==> src/rtl/alarm_mode_ctrl_pkg.sv <==
// alarm_mode_pkg: shared state encoding and helpers for alarm_mode_ctrl.
package alarm_mode_pkg;

  typedef enum logic [2:0] {
    E_TH   = 3'd0,
    E_TM   = 3'd1,
    E_AH   = 3'd2,
    E_AM   = 3'd3,
    RUN    = 3'd4,
    RING   = 3'd5,
    SNOOZE = 3'd6
  } state_t;

  // Index of the lowest set bit; 0 when no bit is set.
  function automatic logic [2:0] lowest_set(input logic [7:0] v);
    logic       found;
    logic [2:0] r;
    found = 1'b0;
    r     = '0;
    for (int unsigned i = 0; i < 8; i++) begin
      if (v[i] && !found) begin
        found = 1'b1;
        r     = 3'(i);
      end
    end
    return r;
  endfunction

endpackage

==> src/rtl/alarm_mode_ctrl_sec_counter.sv <==
// sec_counter: saturating seconds counter. done pulses combinationally in the
// cycle whose tick brings the count to MAX, so the consumer moves on that edge.
module sec_counter #(
  parameter int MAX = 60
) (
  input  logic clk,
  input  logic rst_n,
  input  logic clear,
  input  logic tick,
  output logic done
);

  localparam int W = (MAX > 0) ? $clog2(MAX + 1) : 1;

  logic [W-1:0] cnt_q;

  // Count ticks up to MAX and hold there; clear wins over tick.
  always_ff @(posedge clk or negedge rst_n) begin
    if (!rst_n) begin
      cnt_q <= '0;
    end else if (clear) begin
      cnt_q <= '0;
    end else if (tick && (cnt_q != W'(MAX))) begin
      cnt_q <= cnt_q + W'(1);
    end
  end

  // Reaching MAX this cycle, or already parked at MAX.
  always_comb begin
    done = 1'b0;
    if (!clear) begin
      done = (cnt_q == W'(MAX)) || (tick && (cnt_q == W'(MAX - 1)));
    end
  end

endmodule

==> src/rtl/alarm_mode_ctrl.sv <==
// alarm_mode_ctrl: clock/alarm mode controller with N_ALARMS alarms, an edit
// ring, ringing with snooze and automatic ring timeout.
// Optional: define EDIT_TIMEOUT_EN to leave edit states after EDIT_IDLE_SECS
// seconds without a button pulse.
module alarm_mode_ctrl
  import alarm_mode_pkg::*;
#(
  parameter int N_ALARMS       = 2,
  parameter int RING_SECS      = 60,
  parameter int SNOOZE_SECS    = 300,
  parameter int EDIT_IDLE_SECS = 30,
  localparam int IW            = (N_ALARMS > 1) ? $clog2(N_ALARMS) : 1
) (
  input  logic                clk,
  input  logic                rst_n,
  input  logic                up,
  input  logic                down,
  input  logic                left,
  input  logic                right,
  input  logic                center,
  input  logic                sec_tick,
  input  logic [5:0]          secs,
  input  logic [N_ALARMS-1:0] match,
  output logic                adjust,
  output logic                en_th,
  output logic                en_tm,
  output logic [N_ALARMS-1:0] en_ah,
  output logic [N_ALARMS-1:0] en_am,
  output logic                show_alarm,
  output logic [IW-1:0]       alarm_sel,
  output logic                ringing,
  output logic                snoozing
);

  localparam logic [IW-1:0] LAST = IW'(N_ALARMS - 1);

  if (N_ALARMS < 1 || N_ALARMS > 8 || RING_SECS < 1 || SNOOZE_SECS < 1 ||
      EDIT_IDLE_SECS < 1) begin : g_bad_param
    $error("alarm_mode_ctrl: parameter out of range");
  end

  state_t        state_q, state_d;
  logic [IW-1:0] idx_q, idx_d;
  logic          armed_q, armed_d;
  logic [7:0]    match8;
  logic          is_edit, any_btn, dir_btn, trigger;
  logic          ring_done, snooze_done, idle_done;

  assign dir_btn = up | down | left | right;
  assign any_btn = dir_btn | center;
  assign is_edit = (state_q == E_TH) || (state_q == E_TM) ||
                   (state_q == E_AH) || (state_q == E_AM);
  assign trigger = armed_q && (secs == 6'd0) && (|match);

  // Widen match to the fixed width taken by lowest_set.
  always_comb begin
    match8                 = '0;
    match8[N_ALARMS-1:0]   = match;
  end

  // Counters are held clear outside their state, so entry always starts at 0.
  sec_counter #(.MAX(RING_SECS)) u_ring (
    .clk   (clk),
    .rst_n (rst_n),
    .clear (state_q != RING),
    .tick  (sec_tick),
    .done  (ring_done)
  );

  sec_counter #(.MAX(SNOOZE_SECS)) u_snooze (
    .clk   (clk),
    .rst_n (rst_n),
    .clear (state_q != SNOOZE),
    .tick  (sec_tick),
    .done  (snooze_done)
  );

`ifdef EDIT_TIMEOUT_EN
  sec_counter #(.MAX(EDIT_IDLE_SECS)) u_idle (
    .clk   (clk),
    .rst_n (rst_n),
    .clear (!is_edit || any_btn),
    .tick  (sec_tick),
    .done  (idle_done)
  );
`else
  assign idle_done = 1'b0;
`endif

  // State, alarm index and re-arm flag registers.
  always_ff @(posedge clk or negedge rst_n) begin
    if (!rst_n) begin
      state_q <= E_TH;
      idx_q   <= '0;
      armed_q <= 1'b1;
    end else begin
      state_q <= state_d;
      idx_q   <= idx_d;
      armed_q <= armed_d;
    end
  end

  // Next-state logic.
  always_comb begin
    state_d = state_q;
    idx_d   = idx_q;
    armed_d = armed_q;
    if (secs != 6'd0) armed_d = 1'b1;

    case (state_q)
      E_TH: begin
        if (right) begin
          state_d = E_TM;
          idx_d   = '0;
        end else if (left) begin
          state_d = E_AM;
          idx_d   = LAST;
        end else if (center) begin
          state_d = RUN;
        end
      end
      E_TM: begin
        if (right) begin
          state_d = E_AH;
          idx_d   = '0;
        end else if (left) begin
          state_d = E_TH;
          idx_d   = '0;
        end else if (center) begin
          state_d = RUN;
        end
      end
      E_AH: begin
        if (right) begin
          state_d = E_AM;
        end else if (left) begin
          if (idx_q == '0) begin
            state_d = E_TM;
          end else begin
            state_d = E_AM;
            idx_d   = idx_q - IW'(1);
          end
        end else if (center) begin
          state_d = RUN;
        end
      end
      E_AM: begin
        if (right) begin
          if (idx_q == LAST) begin
            state_d = E_TH;
            idx_d   = '0;
          end else begin
            state_d = E_AH;
            idx_d   = idx_q + IW'(1);
          end
        end else if (left) begin
          state_d = E_AH;
        end else if (center) begin
          state_d = RUN;
        end
      end
      RUN: begin
        if (trigger) begin
          state_d = RING;
          idx_d   = IW'(lowest_set(match8));
          armed_d = 1'b0;
        end else if (center) begin
          state_d = E_TH;
          idx_d   = '0;
        end
      end
      RING: begin
        if (dir_btn || ring_done) begin
          state_d = RUN;
        end else if (center) begin
          state_d = SNOOZE;
        end
      end
      SNOOZE: begin
        if (center) begin
          state_d = RUN;
        end else if (snooze_done) begin
          state_d = RING;
        end
      end
      default: state_d = RUN;
    endcase

    // idle_done is only ever high in an edit state with no button pressed.
    if (idle_done) state_d = RUN;
  end

  // Output decode from registered state and index.
  always_comb begin
    adjust     = 1'b0;
    en_th      = 1'b0;
    en_tm      = 1'b0;
    en_ah      = '0;
    en_am      = '0;
    show_alarm = 1'b0;
    ringing    = 1'b0;
    snoozing   = 1'b0;
    alarm_sel  = idx_q;
    case (state_q)
      E_TH: begin
        adjust = 1'b1;
        en_th  = 1'b1;
      end
      E_TM: begin
        adjust = 1'b1;
        en_tm  = 1'b1;
      end
      E_AH: begin
        adjust     = 1'b1;
        show_alarm = 1'b1;
        en_ah      = N_ALARMS'(1) << idx_q;
      end
      E_AM: begin
        adjust     = 1'b1;
        show_alarm = 1'b1;
        en_am      = N_ALARMS'(1) << idx_q;
      end
      RING: begin
        ringing    = 1'b1;
        show_alarm = 1'b1;
      end
      SNOOZE: snoozing = 1'b1;
      default: ;
    endcase
  end

endmodule

==> config.mk <==
export PLATFORM = sky130hd
export DESIGN_NAME = alarm_mode_ctrl
export DESIGN_NICKNAME = d
export VERILOG_FILES = /design/src/rtl/alarm_mode_ctrl_pkg.sv /design/src/rtl/alarm_mode_ctrl_sec_counter.sv /design/src/rtl/alarm_mode_ctrl.sv
export SDC_FILE = /design/constraint.sdc
export NUM_CORES = 1
export LEC_CHECK = 0
export ABC_AREA = 0
export BUFFER_PORTS_ARGS = -buffer_cell sky130_fd_sc_hd__buf_2
export CAP_MARGIN = 10
export CORE_MARGIN = 4
export CORE_UTILIZATION = 45
export CTS_BUF_LIST = sky130_fd_sc_hd__clkbuf_16
export DETAILED_ROUTE_END_ITERATION = 12
export PLACE_DENSITY = 0.67
export SLEW_MARGIN = 20
export SYNTH_ARGS = -nofsm -noshare
export SYNTH_HDL_FRONTEND = slang
export SYNTH_SLANG_ARGS = --single-unit
==> constraint.sdc <==
create_clock -name clk -period 3.75 [get_ports clk]
set_clock_uncertainty 0.1 [all_clocks]
set_input_delay 0.1875 -clock clk [delete_from_list [all_inputs] [get_ports clk]]
set_output_delay 0.1875 -clock clk [all_outputs]
set_load 0.02 [all_outputs]
# Word level (Yosys, flattened, before mapping)
# Cells that the tools add are included.
# word_totals
input_bits,16
latchBits,0
mem_count,0
mem_bits_rw,0
word_cells,108
rom_bits,0
out_inout_bits,11
reg_bits,20
# classes
order_cmp,0
mul,0
addsub,4
shifts,1
n_eq_ne,22
mux,51
div,0
n_reduce_logical,22
bitwise_logic,3
# ops
cell,count
$mux W3,15
$mux W1,26
$ne A3 B3 Y1 const B,7
$pmux W3 S7,1
$eq A9 B9 Y1 const B,2
$mux W9,2
$eq A6 B6 Y1 const B,2
$mux W6,2
$add A9 B1 Y9 const B,1
$eq A3 B3 Y1 const B,3
$ne A9 B9 Y1 const B,1
$mux W2,4
$logic_and A1 B1 Y1,7
$reduce_and A7 Y1,1
$add A6 B1 Y6 const B,1
$eq A3 B2 Y1 const B,2
$logic_not A6 Y1,1
$ne A2 B2 Y1 const B,3
$ne A6 B6 Y1 const B,1
$reduce_bool A6 Y1,1
$pmux W1 S5,1
$reduce_bool A5 Y1,1
$reduce_bool A2 Y1,2
$reduce_or A4 Y1,1
other kinds (11),15

# Depth between registers and ports, before layout
# depth
word_depth,10
mapped_depth,6
depth_no_buf,6

# Hierarchy
# From an unflattened synthesis, not the netlist that was laid out.
# hier_totals
cells_unflattened,175
area_unflattened_um2,1524.0
# modules_own_cells
module,seq_area_each_um2,cells_per_inst,area_per_inst_um2,n_inst
sec_counter at u_snooze,225.2,60,569.3,1
alarm_mode_ctrl,126.4,71,520.5,1
sec_counter at u_ring,150.1,44,434.2,1

# Worst setup path after synthesis
# No wires, ideal clock.
# synth_timing
path_kind,reg-to-reg
startpoint,register state_q[0]
endpoint,register idx_q (netlist: alarm_sel)
stages_incl_launch_ff,5
required_time_ps,3522
setup_slack_ps,2023
synth_period_minus_slack_ps,1727
n_path_buf,0
arrival_time_ps,1499
setup_time_ps,128
path_cell_list,dfrtp_1 -> or4b_1 -> a41o_1 -> nand4_1 -> mux2_1
# synth_between
elab_chain_cells,3
elab_cells_between_ends,14
cone_classes,10 x eq/ne; 1 x mux; 3 x reduce/logical
# synth_rtl
item,line_no,rtl
start: declaration,alarm_mode_ctrl.sv:42,"state_t state_q, state_d;"
start signal: assignment,alarm_mode_ctrl.sv:97,state_q <= state_d;
"$eq A3 B1 Y1, or another cell as far along",alarm_mode_ctrl.sv:110,case (state_q)
"$ne A3 B3 Y1 (no line), or another cell as far along",-,
$reduce_and A7 Y1 (no line),-,
end signal: assignment,alarm_mode_ctrl.sv:98,idx_q <= idx_d;
end: declaration,alarm_mode_ctrl.sv:43,"logic [IW-1:0] idx_q, idx_d;"
# Several ways; a longest one is shown, not always the timed one.
# A chain may end at the register's enable or synchronous reset.

# Final worst setup path
# layout_timing
startpoint,register state_q[2]
endpoint,output port snoozing
# layout_between
elab_chain_cells,2
# layout_rtl
item,line_no,rtl
$eq A3 B3 Y1,alarm_mode_ctrl.sv:204,case (state_q)
$mux W1,alarm_mode_ctrl.sv:204,
end: declaration,alarm_mode_ctrl.sv:32,output logic snoozing
# No other way between the ends.

==> run metrics <==
reg2reg path depth=4; crit path time final=2.13 ns; first-pass GRT wire length=5420 um; Switching Fraction=between 40 and 50%; Leak Pwr=0.000734 uW; RSZ-0062 raised after global routing=no; Ports=27; Root Buffer=clkbuf_16; Crit path max-delay family=flip-flops; layout cell share with drive strength beyond 1=between 20% and 30%; TritonRoute pass-1 iters=4; largest net degree at the start of global routing=21; vias in the first global route=about 1200; CP max FO=18; Reg area=between 500 and 600 um^2; WP data arrival=between 1.5 and 2 ns; max-slew violations=0; R2R Setup Slk=roughly 1.8 ns; DRC viols=0; sequential power share=36.8%; peak supply drop=0.276 mV; PwrDens=approximately 520 nW/um^2; Rows=20; hold_sp=secs[2]; setup TNS=0 ns; Resized cells post-CTS=0; Power Internal=512 uW; Avg WL per Cell=between 10 and 15 um; DIE WIDTH=about 64 um; final setup fails=0; EDFF count, synth=0; Hold Crit Class=primary input to register; Die Area=just over 4000 um^2; critical path class=register to primary output; asr flop ratio synth=between 90% and 100%; slowest CP cell=dfrtp_1; Fmax=~470 MHz; Max-slew headroom=65.9%; CTS buffer count=3; HPWL after DPL=about 2300 um; buffers plus inverters on the worst setup path=3; most frequent cells after synthesis=nor2_1 (20), dfrtp_1 (19), nand2_1 (12); Core Box Area=slightly above 3000 um^2; All-Layer GR Usage=between 10% and 20%; launch point of the worst reg-to-reg path=state_q[2]; ys flop type=dfrtp_1; Post-Syn Area=roughly 1400 um^2; Ant. Diodes=0; gpl congestion=0.791; Fin. Hold Viols=0; Hold Path End=armed_q; CTS tree=done; Filler Cell Count=around 300; Clock Path Buffers=2; initial antenna violation count=0; syn nets=approximately 180; antenna viol nets, final=0; Startpoint Class=register; ranking of synthesized cells by area=dfrtp_1 (33%), nor2_1 (5.2%), xor2_1 (4.3%); Period Utilization, post-route=between 50% and 60%; top cell type by total area after synthesis=dfrtp_1; initial DRC count=131; r2r endpoint=alarm_sel; post-synthesis register bit count=20; grt total ovfl=0; drt total wl=about 3100 um; post-synthesis cell count=around 160; Final #Nets=slightly above 200; clock sinks=20; Die Ht=64.4 um; post-place setup slack=1.78 ns; CP endpoint kind=primary output; Vias=1271; Switching Power=345 uW; Top cell by count, worst path=inv_1; most frequent cell after synthesis=nor2_1; Critical Path RT=about 3.5 ns; Clock transition at path regs=around 0.060 ns; Gate power share=a little under two fifths; post-synth cell types=a little over 50; area occupied by multi-input gates=roughly 820 um^2; measured slew at the worst slew-check pin=around 0.51 ns; IO buf count=26; Clk Latency, worst-skew pair=around 0.25 ns; final worst slack=1.62 ns; maxcap violations=0; status=completed; yosys warns=0; part of the Yosys area used for sequential elements=a little over a third; Synth top area share=between 30% and 40%; synthesis-to-layout area growth=14.3%; hold path depth=3; synthesized area per cell=just under 9 um^2; crit-path cells=inv_1, or3_1, inv_1, buf_2; H-tree Lvls=1; routed vias/inst=5.53; starting density of the core=a little under half; clock share of power=around a quarter; CP max stage delay=about 0.66 ns
==> through the flow <==
stage	instance area, um^2	instances	total power (uW)	hold slack [ns]	util [%]
final	1640	230	856	0.0987	53.6
after global routing	1640	230	920	0.122	53.6
after CTS	1640	230	863	0.0983	53.6
after detailed placement	1550	225	638	0.0716	50.7
after global placement	1550	225	622	0.0605	50.7
after floorplan	1430	163	575	-0.208	-
==> routing by layer <==
layer	share of wire [%]	global-route usage (%)	wire length, um	vias to the layer above
met5	0	0	0	-
met1	43	19.8	1320	607
li1	-	-	-	625
met2	50	28.7	1560	32
met3	5.4	3.81	169	7
met4	1.5	3.96	46	0
==> power by group through the flow <==
| stage | clock, uW | sequential (uW) | combinational (uW) |
|---|---|---|---|
| 4_1_cts | 226 | 314 | 323 |
| 3_5_place_dp | 0 | 317 | 321 |
| 2_1_floorplan | 0 | 271 | 304 |
| 6_report | 222 | 315 | 320 |
| 3_3_place_gp | 0 | 311 | 311 |
| 5_1_grt | 237 | 326 | 357 |
==> cell type report <==
cell class	count	share of cell area, %
Timing Repair Buffer	27	8.56
Sequential cell	20	30.6
Clock inverter	1	0.229
Tap cell	44	3.36
Clock buffer	3	4.58
Multi-Input combinational cell	124	49.8
Inverter	11	2.83
==> flip-flops by register name, summed over array words and instances (netlist names) <==
signal and cells:
alarm_sel 1, armed_q 1, state_q 3, u_ring.cnt_q 6
u_snooze.cnt_q 9
==> worst max path at each step <==
stage,startpoint,to,slack [ns],depth (start not counted)
after floorplan,state_q[0],alarm_sel,2.02,4
after global placement,state_q[2],alarm_sel,1.85,4
after detailed placement,state_q[2],alarm_sel,1.78,4
after CTS,state_q[2],snoozing,1.65,4
after global routing,state_q[2],snoozing,1.50,4
final,state_q[2],snoozing,1.62,4
==> what timing repair did <==
item	4_1_cts	5_1_grt
hold buffers	1	0
setup buffers	0	0
hold endpoints to repair	19	0
==> cells by family after synthesis <==
group | count (synthesis) | share of synthesized area (%)
flip-flops | 20 | 35.0
multiplexers | 3 | 2.18
AO/OA/AOI/OAI | 33 | 16.1
buffers and inverters | 19 | 8.03
XOR/XNOR | 10 | 6.11
AND/OR/NAND/NOR | 74 | 29.1
adder cells (fa/ha/maj) | 4 | 3.49
==> tightest hold or removal path: cells and delay by family <==
family	cells	cell delay [ns]
compound gates	1	0.09
buf+inv	1	0.08
simple gates	1	0.05
==> placed cells by master, fill, tap and decap left out, drive strengths merged, types with 3 or more instances in the layout <==
cell type	count
and3	3
xnor2	3
nand4	3
a21oi	6
nor4	3
xor2	7
nand3	5
nor2	20
inv	11
and2	7
nor3	3
o21ai	7
nand2	12
clkbuf	3
o211ai	4
dfrtp	19
ha	4
a211oi	5
buf	26
(Power assumes the default switching activity.)
